==> config.mk <==
export PLATFORM = sky130hd
export DESIGN_NAME = ctrl_tx_scheduler
export DESIGN_NICKNAME = d
export VERILOG_FILES = /design/src/rtl/ctrl_tx_scheduler.sv
export SDC_FILE = /design/constraint.sdc
export NUM_CORES = 1
export LEC_CHECK = 0
export ABC_AREA = 1
export CORE_ASPECT_RATIO = 0.8
export CORE_UTILIZATION = 30
export CTS_CLUSTER_DIAMETER = 60
export CTS_CLUSTER_SIZE = 24
export DETAILED_ROUTE_END_ITERATION = 12
export HOLD_SLACK_MARGIN = 0.15
export SYNTH_ARGS = -nofsm -noshare
export SYNTH_HDL_FRONTEND = slang
export SYNTH_SLANG_ARGS = --single-unit
export TNS_END_PERCENT = 1
==> constraint.sdc <==
create_clock -name clk -period 4.98 [get_ports clk]
set_input_delay 0.498 -clock clk [delete_from_list [all_inputs] [get_ports clk]]
set_output_delay 0.498 -clock clk [all_outputs]
set_load 0.02 [all_outputs]
==> src/rtl/ctrl_tx_scheduler.sv <==
// ----------------------------------------------------------------------------
// ctrl_tx_scheduler
//
// Transmit-side scheduler for the system controller. It buffers one request
// from the register-file path (one byte) and one from the ALU path (two bytes).
// It then serialises them onto the single UART transmitter using a
// valid/busy handshake.
//
// Ports:
//   clk              system clock, all logic on the rising edge
//   rst              asynchronous, active-low reset
//   RF_SEND_TX       register-file read data (DATA_WIDTH)
//   RF_SEND_TX_FLAG  register-file send request
//   ALU_OUT_LATCHED  latched ALU result (ALU_WIDTH)
//   ALU_SEND_FLAG    ALU send request, may be held high for several cycles
//   TX_BUSY          UART transmitter busy
//   TX_P_DATA        registered byte presented to the UART transmitter
//   TX_D_VLD         registered one-cycle byte-valid strobe
//   TX_ACTIVE        high whenever the scheduler is not idle
//   OVERFLOW_ERR     sticky flag: a request arrived for a full slot
// ----------------------------------------------------------------------------
module ctrl_tx_scheduler #(
    parameter int DATA_WIDTH  = 8,
    parameter int ALU_WIDTH   = 16,
    parameter int ACK_TIMEOUT = 16
) (
    input  logic                  clk,
    input  logic                  rst,
    input  logic [DATA_WIDTH-1:0] RF_SEND_TX,
    input  logic                  RF_SEND_TX_FLAG,
    input  logic [ALU_WIDTH-1:0]  ALU_OUT_LATCHED,
    input  logic                  ALU_SEND_FLAG,
    input  logic                  TX_BUSY,
    output logic [DATA_WIDTH-1:0] TX_P_DATA,
    output logic                  TX_D_VLD,
    output logic                  TX_ACTIVE,
    output logic                  OVERFLOW_ERR
);

    localparam int CNT_W = $clog2(ACK_TIMEOUT);

    typedef enum logic [1:0] {
        IDLE,
        SEND,
        WAIT_ACK,
        WAIT_DONE
    } state_t;

    state_t                 state;
    state_t                 next_state;

    logic                   rf_flag_q;
    logic                   alu_flag_q;
    logic                   rf_req_q;
    logic                   alu_req_q;

    logic [DATA_WIDTH-1:0]  rf_slot;
    logic [ALU_WIDTH-1:0]   alu_slot;
    logic                   rf_pending;
    logic                   alu_pending;

    logic [ALU_WIDTH-1:0]   hold;
    logic                   high_left;
    logic                   last_alu;
    logic [CNT_W-1:0]       ack_cnt;

    logic                   select;
    logic                   pick_rf;
    logic                   rf_clear;
    logic                   alu_clear;
    logic                   load_high;
    logic                   ack_expired;

    // Selection happens only from IDLE with the transmitter free. The
    // round-robin pointer gives RF the tie unless RF was the last one served.
    always_comb begin
        select      = (state == IDLE) && (rf_pending || alu_pending) && !TX_BUSY;
        pick_rf     = rf_pending && (!alu_pending || last_alu);
        rf_clear    = select && pick_rf;
        alu_clear   = select && !pick_rf;
        load_high   = (state == WAIT_DONE) && !TX_BUSY && high_left;
        ack_expired = (ack_cnt == CNT_W'(ACK_TIMEOUT - 1));
    end

    // Next-state logic. The strobe itself is registered from next_state.
    // This keeps TX_D_VLD glitch-free and gives it exactly one cycle in SEND.
    always_comb begin
        next_state = state;
        unique case (state)
            IDLE:      if (select) next_state = SEND;
            SEND:      next_state = WAIT_ACK;
            WAIT_ACK: begin
                if (TX_BUSY)          next_state = WAIT_DONE;
                else if (ack_expired) next_state = SEND;
            end
            WAIT_DONE: begin
                if (!TX_BUSY) next_state = high_left ? SEND : IDLE;
            end
            default:   next_state = IDLE;
        endcase
    end

    assign TX_ACTIVE = (state != IDLE);

    // State register, valid strobe and ack-wait counter.
    // The counter restarts in every SEND, so each retry gets a full timeout window.
    always_ff @(posedge clk or negedge rst) begin
        if (!rst) begin
            state    <= IDLE;
            TX_D_VLD <= 1'b0;
            ack_cnt  <= '0;
        end else begin
            state    <= next_state;
            TX_D_VLD <= (next_state == SEND);
            if (state == SEND)
                ack_cnt <= '0;
            else if (state == WAIT_ACK)
                ack_cnt <= ack_cnt + CNT_W'(1);
        end
    end

    // Request edge detection. The detect is registered, so data is captured
    // one edge after the flag cycle, once the source registers have settled.
    always_ff @(posedge clk or negedge rst) begin
        if (!rst) begin
            rf_flag_q  <= 1'b0;
            alu_flag_q <= 1'b0;
            rf_req_q   <= 1'b0;
            alu_req_q  <= 1'b0;
        end else begin
            rf_flag_q  <= RF_SEND_TX_FLAG;
            alu_flag_q <= ALU_SEND_FLAG;
            rf_req_q   <= RF_SEND_TX_FLAG && !rf_flag_q;
            alu_req_q  <= ALU_SEND_FLAG && !alu_flag_q;
        end
    end

    // Per-source slots. A request into a slot that is still pending is
    // dropped and flagged. If the slot is emptied by selection on the same
    // edge, the request refills it instead.
    always_ff @(posedge clk or negedge rst) begin
        if (!rst) begin
            rf_slot      <= '0;
            alu_slot     <= '0;
            rf_pending   <= 1'b0;
            alu_pending  <= 1'b0;
            OVERFLOW_ERR <= 1'b0;
        end else begin
            if (rf_req_q) begin
                if (rf_pending && !rf_clear) begin
                    OVERFLOW_ERR <= 1'b1;
                end else begin
                    rf_slot    <= RF_SEND_TX;
                    rf_pending <= 1'b1;
                end
            end else if (rf_clear) begin
                rf_pending <= 1'b0;
            end

            if (alu_req_q) begin
                if (alu_pending && !alu_clear) begin
                    OVERFLOW_ERR <= 1'b1;
                end else begin
                    alu_slot    <= ALU_OUT_LATCHED;
                    alu_pending <= 1'b1;
                end
            end else if (alu_clear) begin
                alu_pending <= 1'b0;
            end
        end
    end

    // Holding register and output byte. The ALU low byte goes first. The
    // high byte is loaded when the transmitter frees up after the low byte.
    always_ff @(posedge clk or negedge rst) begin
        if (!rst) begin
            hold      <= '0;
            high_left <= 1'b0;
            last_alu  <= 1'b1;
            TX_P_DATA <= '0;
        end else if (select) begin
            if (pick_rf) begin
                hold      <= {{(ALU_WIDTH - DATA_WIDTH){1'b0}}, rf_slot};
                TX_P_DATA <= rf_slot;
                high_left <= 1'b0;
                last_alu  <= 1'b0;
            end else begin
                hold      <= alu_slot;
                TX_P_DATA <= alu_slot[DATA_WIDTH-1:0];
                high_left <= 1'b1;
                last_alu  <= 1'b1;
            end
        end else if (load_high) begin
            TX_P_DATA <= hold[ALU_WIDTH-1:DATA_WIDTH];
            high_left <= 1'b0;
        end
    end

endmodule

Word level (Yosys, flattened, before mapping)
Cells that the tools add are included.

operators by class
  $add $sub $neg = 1
  equality and inequality tests = 7
  muxes and demuxes = 25
  bitwise gates (word level) = 2
  reductions and logical operators = 30

operators with widths
  cell                                            count
  two-way mux 8 bit                               3
  two-way mux 16 bit                              1
  two-way mux 1 bit                               14
  logical AND 1 bit                               11
  nonzero test 2 bit                              5
  two-way mux 2 bit                               4
  two-way mux 4 bit                               2
  case mux 2 bit (4 select lines)                 1
  AND reduction 2 bit                             4
  logical NOT 1 bit                               7
  adder 4 x 1 -> 4 bit (second input constant)    1
  == test 2 x 1 -> 1 bit (second input constant)  2
  == test 2 bit (second input constant)           2
  == test 4 bit (second input constant)           1
  != test 2 bit (second input constant)           2
  logical NOT 2 bit                               1
  logical OR 1 bit                                2
  inverter 1 bit                                  2

storage, ports and cells
  register bits after elaboration = 64
  input bits = 29
  output and inout bits = 11
  logic and storage cells = 81

Logic depth before layout (Yosys ltp)
Gate-level depths: netlist (run 1).

  depth after elaboration = 10
  gate-level depth with buffers = 10
  mapped depth without buffers = 9

Worst setup path before layout (run 1)
Ideal clock, no wire load.

  path kind = reg-to-reg
  start point = register state[0]
  end point = register TX_P_DATA[3]
  library setup time = 0.113 ns
  arrival = 1.586 ns
  data required time = 4.867 ns
  setup slack = 3.281 ns
  cell stages (with the launch flop) = 11
  path buffers = 1
  clock period less this slack = 1.699 ns
  path through = dfrtp_1 > inv_1 > ha_1 > inv_1 > nor2_4 > nand2_1 > buf_2 > o21ai_0 > nand3_1 > nand2_1 > inv_1

between the ends
  cells in the longest elaborated chain, start to end = 4
  elaborated cells on any way between the ends = 8
  those cells by class = eq/ne (1); mux (1); reduce/logical (6)

ends and longest elaborated chain
  item                                                                             line    RTL
  start, declared                                                                  49      state_t state;
  start signal, assigned                                                           113     state <= next_state;
  == test 2 bit / logical NOT 2 bit (equally long branches)                        81, 77
  logical AND 1 bit (on tied branches) (2 in series)                               81, 77
  nonzero test 2 bit (no source line) / two-way mux 8 bit (equally long branches)  -
  end signal, assigned                                                             184     TX_P_DATA <= rf_slot;
  end signal, assigned                                                             189     TX_P_DATA <= alu_slot[DATA_WIDTH-1:0];
  end signal, assigned                                                             194     TX_P_DATA <= hold[ALU_WIDTH-1:DATA_WIDTH];
  end, declared                                                                    34      output logic [DATA_WIDTH-1:0] TX_P_DATA,

Several ways; a longest one is shown, not always the timed one.
A chain may end at the register's enable or synchronous reset.

Worst setup path in the final report (run 1)
  start point = register state[0]
  end point = output TX_ACTIVE

between the ends
  cells in the longest elaborated chain, start to end = 1

ends and longest elaborated chain
  item                line  RTL
  nonzero test 2 bit  103   assign TX_ACTIVE = (state != IDLE);
  end, declared       36    output logic TX_ACTIVE,

No other way between the ends.

==> results of run 1 <==
synthesized netlist by cell type:
cell      number  area share (%)
a21oi_1        4            0.78
a31oi_1        1            0.24
buf_2          7             1.4
buf_4          1            0.29
buf_6          1            0.44
clkbuf_1       2            0.29
dfrtp_1       55              54
dfstp_2        1             1.0
ha_1           6             2.9
inv_1         24             3.5
inv_2          1            0.15
nand2_1       91              13
nand2_2        3            0.73
nand2_4        2            0.88
nand3_1       66              13
nand3b_1       9             2.6
nand4_1        1            0.24
nor2_1         9             1.3
nor2_2         1            0.24
nor2_4         1            0.44
nor2_8         1            0.78
o21ai_0        9             1.8
o21ai_1        2            0.39
metrics by stage:
stage	area [um^2]	hold WS [ns]
floorplan	2570	0.202
global placement	3040	0.381
detailed placement	3040	0.386
CTS	3150	0.339
global route	3150	0.369
finish	3150	0.313
flip-flops by register name, indices dropped and copies added (netlist names):
name,flops
alu_pending,1
rf_slot,8
TX_D_VLD,1
alu_slot,16
rf_req_q,1
ack_cnt,4
state,2
OVERFLOW_ERR,1
alu_req_q,1
TX_P_DATA,8
high_left,1
alu_flag_q,1
last_alu,1
rf_flag_q,1
rf_pending,1
hold,8
final cells by class:
type	count	area, um^2
sequential	56	1400
fill	858	4970
clock inverter	3	46.3
timing repair buffer	40	393
multi-input combinational	206	1010
tap	108	135
clock buffer	5	68.8
inverter	25	93.8
routing by layer:
layer | global-route usage (%) | up-vias | share of wire [%]
met2 | 18.5 | 34 | 39
met4 | 3.41 | 0 | 0.98
met5 | 0 | - | 0
li1 | - | 1038 | -
met1 | 20.6 | 883 | 56
met3 | 3.23 | 7 | 4.0
path summary, 6_finish.rpt:
kind	to	start	cells after the start	slack [ns]
max	TX_ACTIVE	state[0]	4	2.63
min	TX_D_VLD	rst	2	0.31
max reg2reg	TX_P_DATA[3]	state[0]	9	2.84
min reg2reg	rf_req_q	rf_flag_q	1	0.40
max in group asynchronous	rf_pending	rst	2	4.21
min in group clk	rf_req_q	rf_flag_q	1	0.40
report_power, final:
group / leakage [nW] / total [mW] / switching, mW / internal, mW
clock: 0.0548 / 0.306 / 0.154 / 0.152
sequential: 0.689 / 0.792 / 0.140 / 0.652
combinational: 0.821 / 0.736 / 0.449 / 0.287
cell families (layout without fill, tap and decap cells):
group                    after synthesis  in the layout  share of synthesized area (%)
AO/OA/AOI/OAI                         16             16                           3.16
flip-flops                            56             56                           54.5
AND/OR/NAND/NOR                      184            184                           33.4
buffers and inverters                 36             73                           6.03
adder cells (fa/ha/maj)                6              6                           2.92
==> metrics.txt, run 1 <==
via count=1962; first-pass GRT wire length=9350 um; Nets=369; clk buf depth=2; # DRC=0; Critical Path End Type=primary output; core box area=8130 um^2; startpoint class of the critical path=flip-flop; warnings from Yosys=0; commonest non-fill, non-tap cell in the layout=nand2_1; post-route antenna net violation count=0; # Post-CTS Setup Buffers=0; GRT Overall Usage=13.3%; CP required=4.48 ns; Core Util, Final=38.8%; Power Density=581 nW/um^2; Initial Utilization=31.7%; Peak Freq=0.425 GHz; Cell Chain, Critical Path=inv_1 > ha_1 > inv_1 > clkdlybuf4s50_1; Netlist cell types=23; endpoints failing setup=0; Max transition margin=48.3%; DR WL/cell=12.3 um; die width=106 um; Root Buffer=clkbuf_8; Inserted Clock Buffers=5; layout cells sized above 1=5.97%; clock sink total=56; CP Buf/Inv Count=3; Die Area=8950 um^2; Worst-path clk slew=0.10 ns; Peak VDD IR=0.000279 V; register area share after synthesis=54.5%; Slowest-stage cell, CP=clkdlybuf4s50_1; setup ws final=2.63 ns; post-synthesis register bit count=56; Worst path max stage delay=0.62 ns; Crit path top cell by count=inv_1; most frequent cells in the layout=nand2_1 (91), nand3_1 (66), dfrtp_1 (55); hpwl dp=3890 um; largest net degree at the start of global routing=57; drt initial violations=71; total power=1.83 mW; antenna fix cells=0; Synth Area per Inst=8.63 um^2; fin crit share=47.2%; Post-Syn Instances=298; Crit path max-delay family=buffers and inverters; Hold Buf Count CTS=0; Setup Skew=0.00872 ns; Ports=40; Layout Cells excl Fill=443; CTS tree=done; row cnt=29; post-synth design cell area=2570 um^2; CP Class=reg2out; PortBufs=39; total placed cells including tap cells=435; number of global-route vias before repair=1910; initial antenna violation count=0; final hold vios=0; Die Y=84.8 um; Area Overhead vs Synth=22.6%; H-tree levels=2; syn nets=333; Worst Tran Pin Value=0.773 ns; GRT overflow=0; DP Worst Slack=2.44 ns; routed wire length=5430 um; placer congestion estimate=0.756; RSZ-0062 raised after global routing=false; Max Cap Violations=0; Final Max Slew Viols=0; outcome=completed; Resized cells post-CTS=0; hold crit path type=in2async; fin crit period=2.35 ns; TNS Setup=0 ns; Leak Pwr=1.57 nW; Pre-antenna DRT Iters=5; Avg Vias per Cell=4.43; worst path arrival time=1.85 ns; worst skew pair latency=0.31 ns; crit path max fanout=5
Note: power is estimated with default switching activity, not from simulation.
==> run 2: changes to the inputs <==
==> constraint.sdc (replaced) <==
create_clock -name clk -period 1.97 [get_ports clk]
set_input_delay 0.197 -clock clk [delete_from_list [all_inputs] [get_ports clk]]
set_output_delay 0.197 -clock clk [all_outputs]
set_load 0.02 [all_outputs]
==> metrics.txt, run 2 (synthesis gave the netlist of run 1 again) <==
Max transition margin=69.0%; most frequent cells in the layout=nand2_1 (91), nand3_1 (66), dfrtp_1 (54); worst r2r src=state[0]; worst skew pair latency=0.31 ns; WHS=0.345 ns; Critical Path End Type=flip-flop; Slowest-stage cell, CP=dfrtp_1; hpwl dp=4250 um; design area=3220 um^2; drt initial violations=118; fin crit period=1.80 ns; CP required=2.18 ns; antenna fix cells=0; Peak Freq=0.555 GHz; core box area=8130 um^2; Pre-antenna DRT Iters=4; hold crit path type=in2async; Leak Pwr=1.60 nW; first-pass GRT wire length=9470 um; crit path max fanout=13; via count=2041; register-to-register setup slack=0.17 ns; total power=4.62 mW; row cnt=29; Peak VDD IR=0.000539 V; initial antenna violation count=0; Inserted Clock Buffers=5; # DRC=0; R2R Path End=TX_P_DATA[5]; PortBufs=39; outcome=completed; RSZ-0062 raised after global routing=false; max reg flops=16; startpoint class of the critical path=flip-flop; Crit path top cell by count=inv_1; # Post-CTS Setup Buffers=0; GRT overflow=0; DR WL/cell=12.5 um; Avg Vias per Cell=4.51; CP Class=reg2reg; Power Density=1430 nW/um^2; Setup Skew=0.00798 ns; Ports=40; Area Overhead vs Synth=25.3%; Core Util, Final=39.7%; Root Buffer=clkbuf_8; clock sink total=56; Nets=379; final hold vios=0; Worst Tran Pin Value=0.464 ns; GRT Overall Usage=13.5%; Most flops, register=alu_slot; Initial Utilization=31.7%; worst path arrival time=2.01 ns; endpoints failing setup=0; Die Area=8950 um^2; die width=106 um; fin crit share=91.4%; routed wire length=5680 um; layout cells sized above 1=8.41%; Final Max Slew Viols=0; commonest non-fill, non-tap cell in the layout=nand2_1; Worst-path clk slew=0.10 ns; Cell Chain, Critical Path=inv_1 > ha_1 > inv_1 > nor2_4 > nand2_1 > buf_4 > o21ai_0 > nand3_1 > nand2_1 > inv_1; post-route antenna net violation count=0; Max Cap Violations=0; H-tree levels=2; CTS tree=done; number of global-route vias before repair=1949; largest net degree at the start of global routing=26; placer congestion estimate=0.793; clk buf depth=2; Reg2Reg Depth=10; placed standard-cell area=3120 um^2; TNS Setup=0 ns; Worst path max stage delay=0.44 ns; Die Y=84.8 um
-- run 2: changes by cell type in the layout (fill, tap and decap cells not counted), sizes merged --
cell / previous run / this run
dlygate4sd3: 0 / 1
clkbuf: 5 / 7
bufinv: 1 / 0
clkdlybuf4s50: 38 / 37
buf: 2 / 11
dlygate4sd2: 0 / 1
inv: 26 / 25
-- run 2: power by group --
group | internal, mW | total (mW) | switching [mW] | leakage [nW]
combinational | 0.790 | 1.96 | 1.17 | 0.872
clock | 0.287 | 0.656 | 0.370 | 0.0445
sequential | 1.65 | 2.00 | 0.353 | 0.688
total | 2.73 | 4.62 | 1.89 | 1.60
-- run 2: timing repair --
item | CTS | global route
hold endpoints to repair | 38 | 0
endpoints found under the setup margin | 1 | 0
hold buffers | 1 | 0
resized for setup | 2 | 0
-- run 2: per-stage QoR --
| stage | setup slack, ns | cells |
|---|---|---|
| finish | 0.169 | 453 |
| global placement | 0.202 | 444 |
| floorplan | 0.271 | 298 |
| CTS | 0.182 | 453 |
| global route | 0.0205 | 453 |
| detailed placement | 0.167 | 444 |
-- run 2: how the worst max path moves through the flow --
stage	start	endpoint	slack [ns]	cells past startpoint
after floorplan	state[0]	TX_P_DATA[3]	0.27	10
after global placement	state[0]	TX_P_DATA[5]	0.20	10
after detailed placement	TX_BUSY	alu_slot[3]	0.17	9
after CTS	state[0]	TX_P_DATA[5]	0.18	10
after global routing	state[0]	TX_P_DATA[5]	0.02	10
final	state[0]	TX_P_DATA[5]	0.17	10
-- run 2: worst max-delay path, delay by kind of cell, from the launching register on --
family / cells / cell delay [ns]
adder cells (fa/ha/maj): 1 / 0.22
AO/OA/AOI/OAI: 1 / 0.08
AND/OR/NAND/NOR: 4 / 0.51
flip-flops: 1 / 0.44
buffers and inverters: 4 / 0.44
-- run 2: final cells by class --
| class | instances | area, um^2 |
|---|---|---|
| Tap cell | 108 | 135 |
| Multi-Input combinational cell | 206 | 1010 |
| Clock inverter | 1 | 7.51 |
| Timing Repair Buffer | 50 | 482 |
| Sequential cell | 56 | 1400 |
| Inverter | 25 | 93.8 |
| Fill cell | 850 | 4900 |
| Clock buffer | 7 | 86.3 |
-- run 2: routing by layer --
metal	track usage [%]	vias up	wire length [um]	part of all wire [%]
li1	-	1056	-	-
met1	20.0	947	3030	53
met2	20.3	36	2420	43
met3	2.92	2	220	3.9
met4	3.03	0	18	0.32
met5	0	-	0	0
==> run 3: changes to the inputs <==
--- a/config.mk
+++ b/config.mk
@@ -6,7 +6,6 @@
 export NUM_CORES = 1
 export LEC_CHECK = 0
 export ABC_AREA = 1
-export CORE_ASPECT_RATIO = 0.8
 export CORE_UTILIZATION = 30
 export CTS_CLUSTER_DIAMETER = 60
 export CTS_CLUSTER_SIZE = 24
==> metrics.txt, run 3 (synthesis gave the netlist of run 1 again) <==
outcome=completed; # DRC=0; first-pass GRT wire length=9360 um; H-tree levels=2; Critical Path End Type=primary output; Hold Crit Start=RF_SEND_TX_FLAG; GRT Overall Usage=13.5%; worst r2r src=state[0]; CP Class=reg2out; row cnt=33; commonest non-fill, non-tap cell in the layout=nand2_1; Layout Cells excl Fill=448; placed standard-cell area=3110 um^2; Worst-path clk slew=0.10 ns; total placed cells including tap cells=439; endpoints failing setup=0; routed wire length=5250 um; Avg Vias per Cell=4.53; max reg flops=16; # Post-CTS Setup Buffers=0; total power=4.57 mW; antenna fix cells=0; worst hold path cell count=1; number of global-route vias before repair=2008; DR WL/cell=11.7 um; Initial Utilization=31.2%; most frequent cells in the layout=nand2_1 (91), nand3_1 (66), dfrtp_1 (54); Setup Skew=0.0137 ns; Leak Pwr=1.60 nW; clock sink total=56; hold crit path type=in2reg; Die Y=94.6 um; Inserted Clock Buffers=5; Peak Freq=0.580 GHz; Power Density=1420 nW/um^2; placer congestion estimate=0.749; CP required=1.77 ns; RSZ-0062 raised after global routing=false; Most flops, register=alu_slot; Pre-antenna DRT Iters=5; Ports=40; fin crit period=1.72 ns; register-to-register setup slack=0.25 ns; Reg2Reg Depth=9; Max transition margin=72.0%; Worst Hold Endpoint=rf_flag_q; design area=3220 um^2; die width=94.6 um; clk buf depth=2; crit path max fanout=6; Area Overhead vs Synth=25.0%; worst skew pair latency=0.31 ns; CTS tree=done; final hold vios=0; Max Cap Violations=0; Nets=377; largest net degree at the start of global routing=57; startpoint class of the critical path=flip-flop; Peak VDD IR=0.000421 V; fin crit share=87.6%; Final Max Slew Viols=0; layout cells sized above 1=8.16%; via count=2031; Die Area=8950 um^2; Root Buffer=clkbuf_8; GRT overflow=0; post-route antenna net violation count=0; initial antenna violation count=0; drt initial violations=80; TNS Setup=0 ns; PortBufs=39; worst path arrival time=1.53 ns; core box area=8260 um^2; hpwl dp=3930 um; R2R Path End=alu_slot[2]; Worst Tran Pin Value=0.420 ns
run 3: cell count changes in the layout (fill, tap and decap cells not counted):
cell	previous run	this run
buf_4	9	6
clkbuf_8	6	5
clkbuf_1	1	0
buf_12	1	2
inv_6	0	2
run 3: worst max-delay path: stages (launching register included):
cell	delay, ns
dfrtp_1	0.45
inv_1	0.11
ha_1	0.22
inv_1	0.11
dlygate4sd2_1	0.34
run 3: area by class of cell:
cell class	count	area (um^2)
Fill cell	880	5040
Sequential cell	56	1400
Multi-Input combinational cell	206	1010
Timing Repair Buffer	48	479
Tap cell	105	131
Inverter	25	93.8
Clock buffer	5	68.8
Clock inverter	3	25.0
run 3: repair_timing:
action	in CTS	in global routing
endpoints found under the hold margin	56	0
hold buffers	1	0
gates resized for setup	2	0
setup endpoints to repair	1	0
run 3: layer usage:
metal	GRT usage (%)	share of wire (%)	wire length, um
met2	21.0	44	2320
met1	18.7	51	2670
met5	0	0	0
met3	2.33	3.7	193
met4	5.18	1.1	58
run 3: metrics by stage:
step	hold WS (ns)	util (%)	setup WS [ns]
after global placement	0.221	37.7	0.205
after CTS	0.337	39.0	0.231
after floorplan	-0.0986	-	0.271
after global routing	0.339	39.0	0.0606
final	0.347	39.0	0.245
after detailed placement	0.223	37.7	0.176
run 3: worst max path at each step:
| stage | from | end | slack [ns] | cells after the start |
|---|---|---|---|---|
| after floorplan | state[0] | TX_P_DATA[3] | 0.27 | 10 |
| after detailed placement | TX_BUSY | alu_slot[6] | 0.18 | 9 |
| after CTS | state[1] | TX_ACTIVE | 0.23 | 4 |
| after global placement | TX_BUSY | TX_P_DATA[3] | 0.21 | 7 |
| after global routing | state[0] | alu_slot[4] | 0.06 | 9 |
| final | state[1] | TX_ACTIVE | 0.25 | 4 |
run 3: where the power goes:
group | total (mW) | internal [mW] | switching, mW
combinational | 1.92 | 0.783 | 1.14
clock | 0.654 | 0.260 | 0.393
sequential | 1.99 | 1.65 | 0.341
total | 4.57 | 2.69 | 1.87
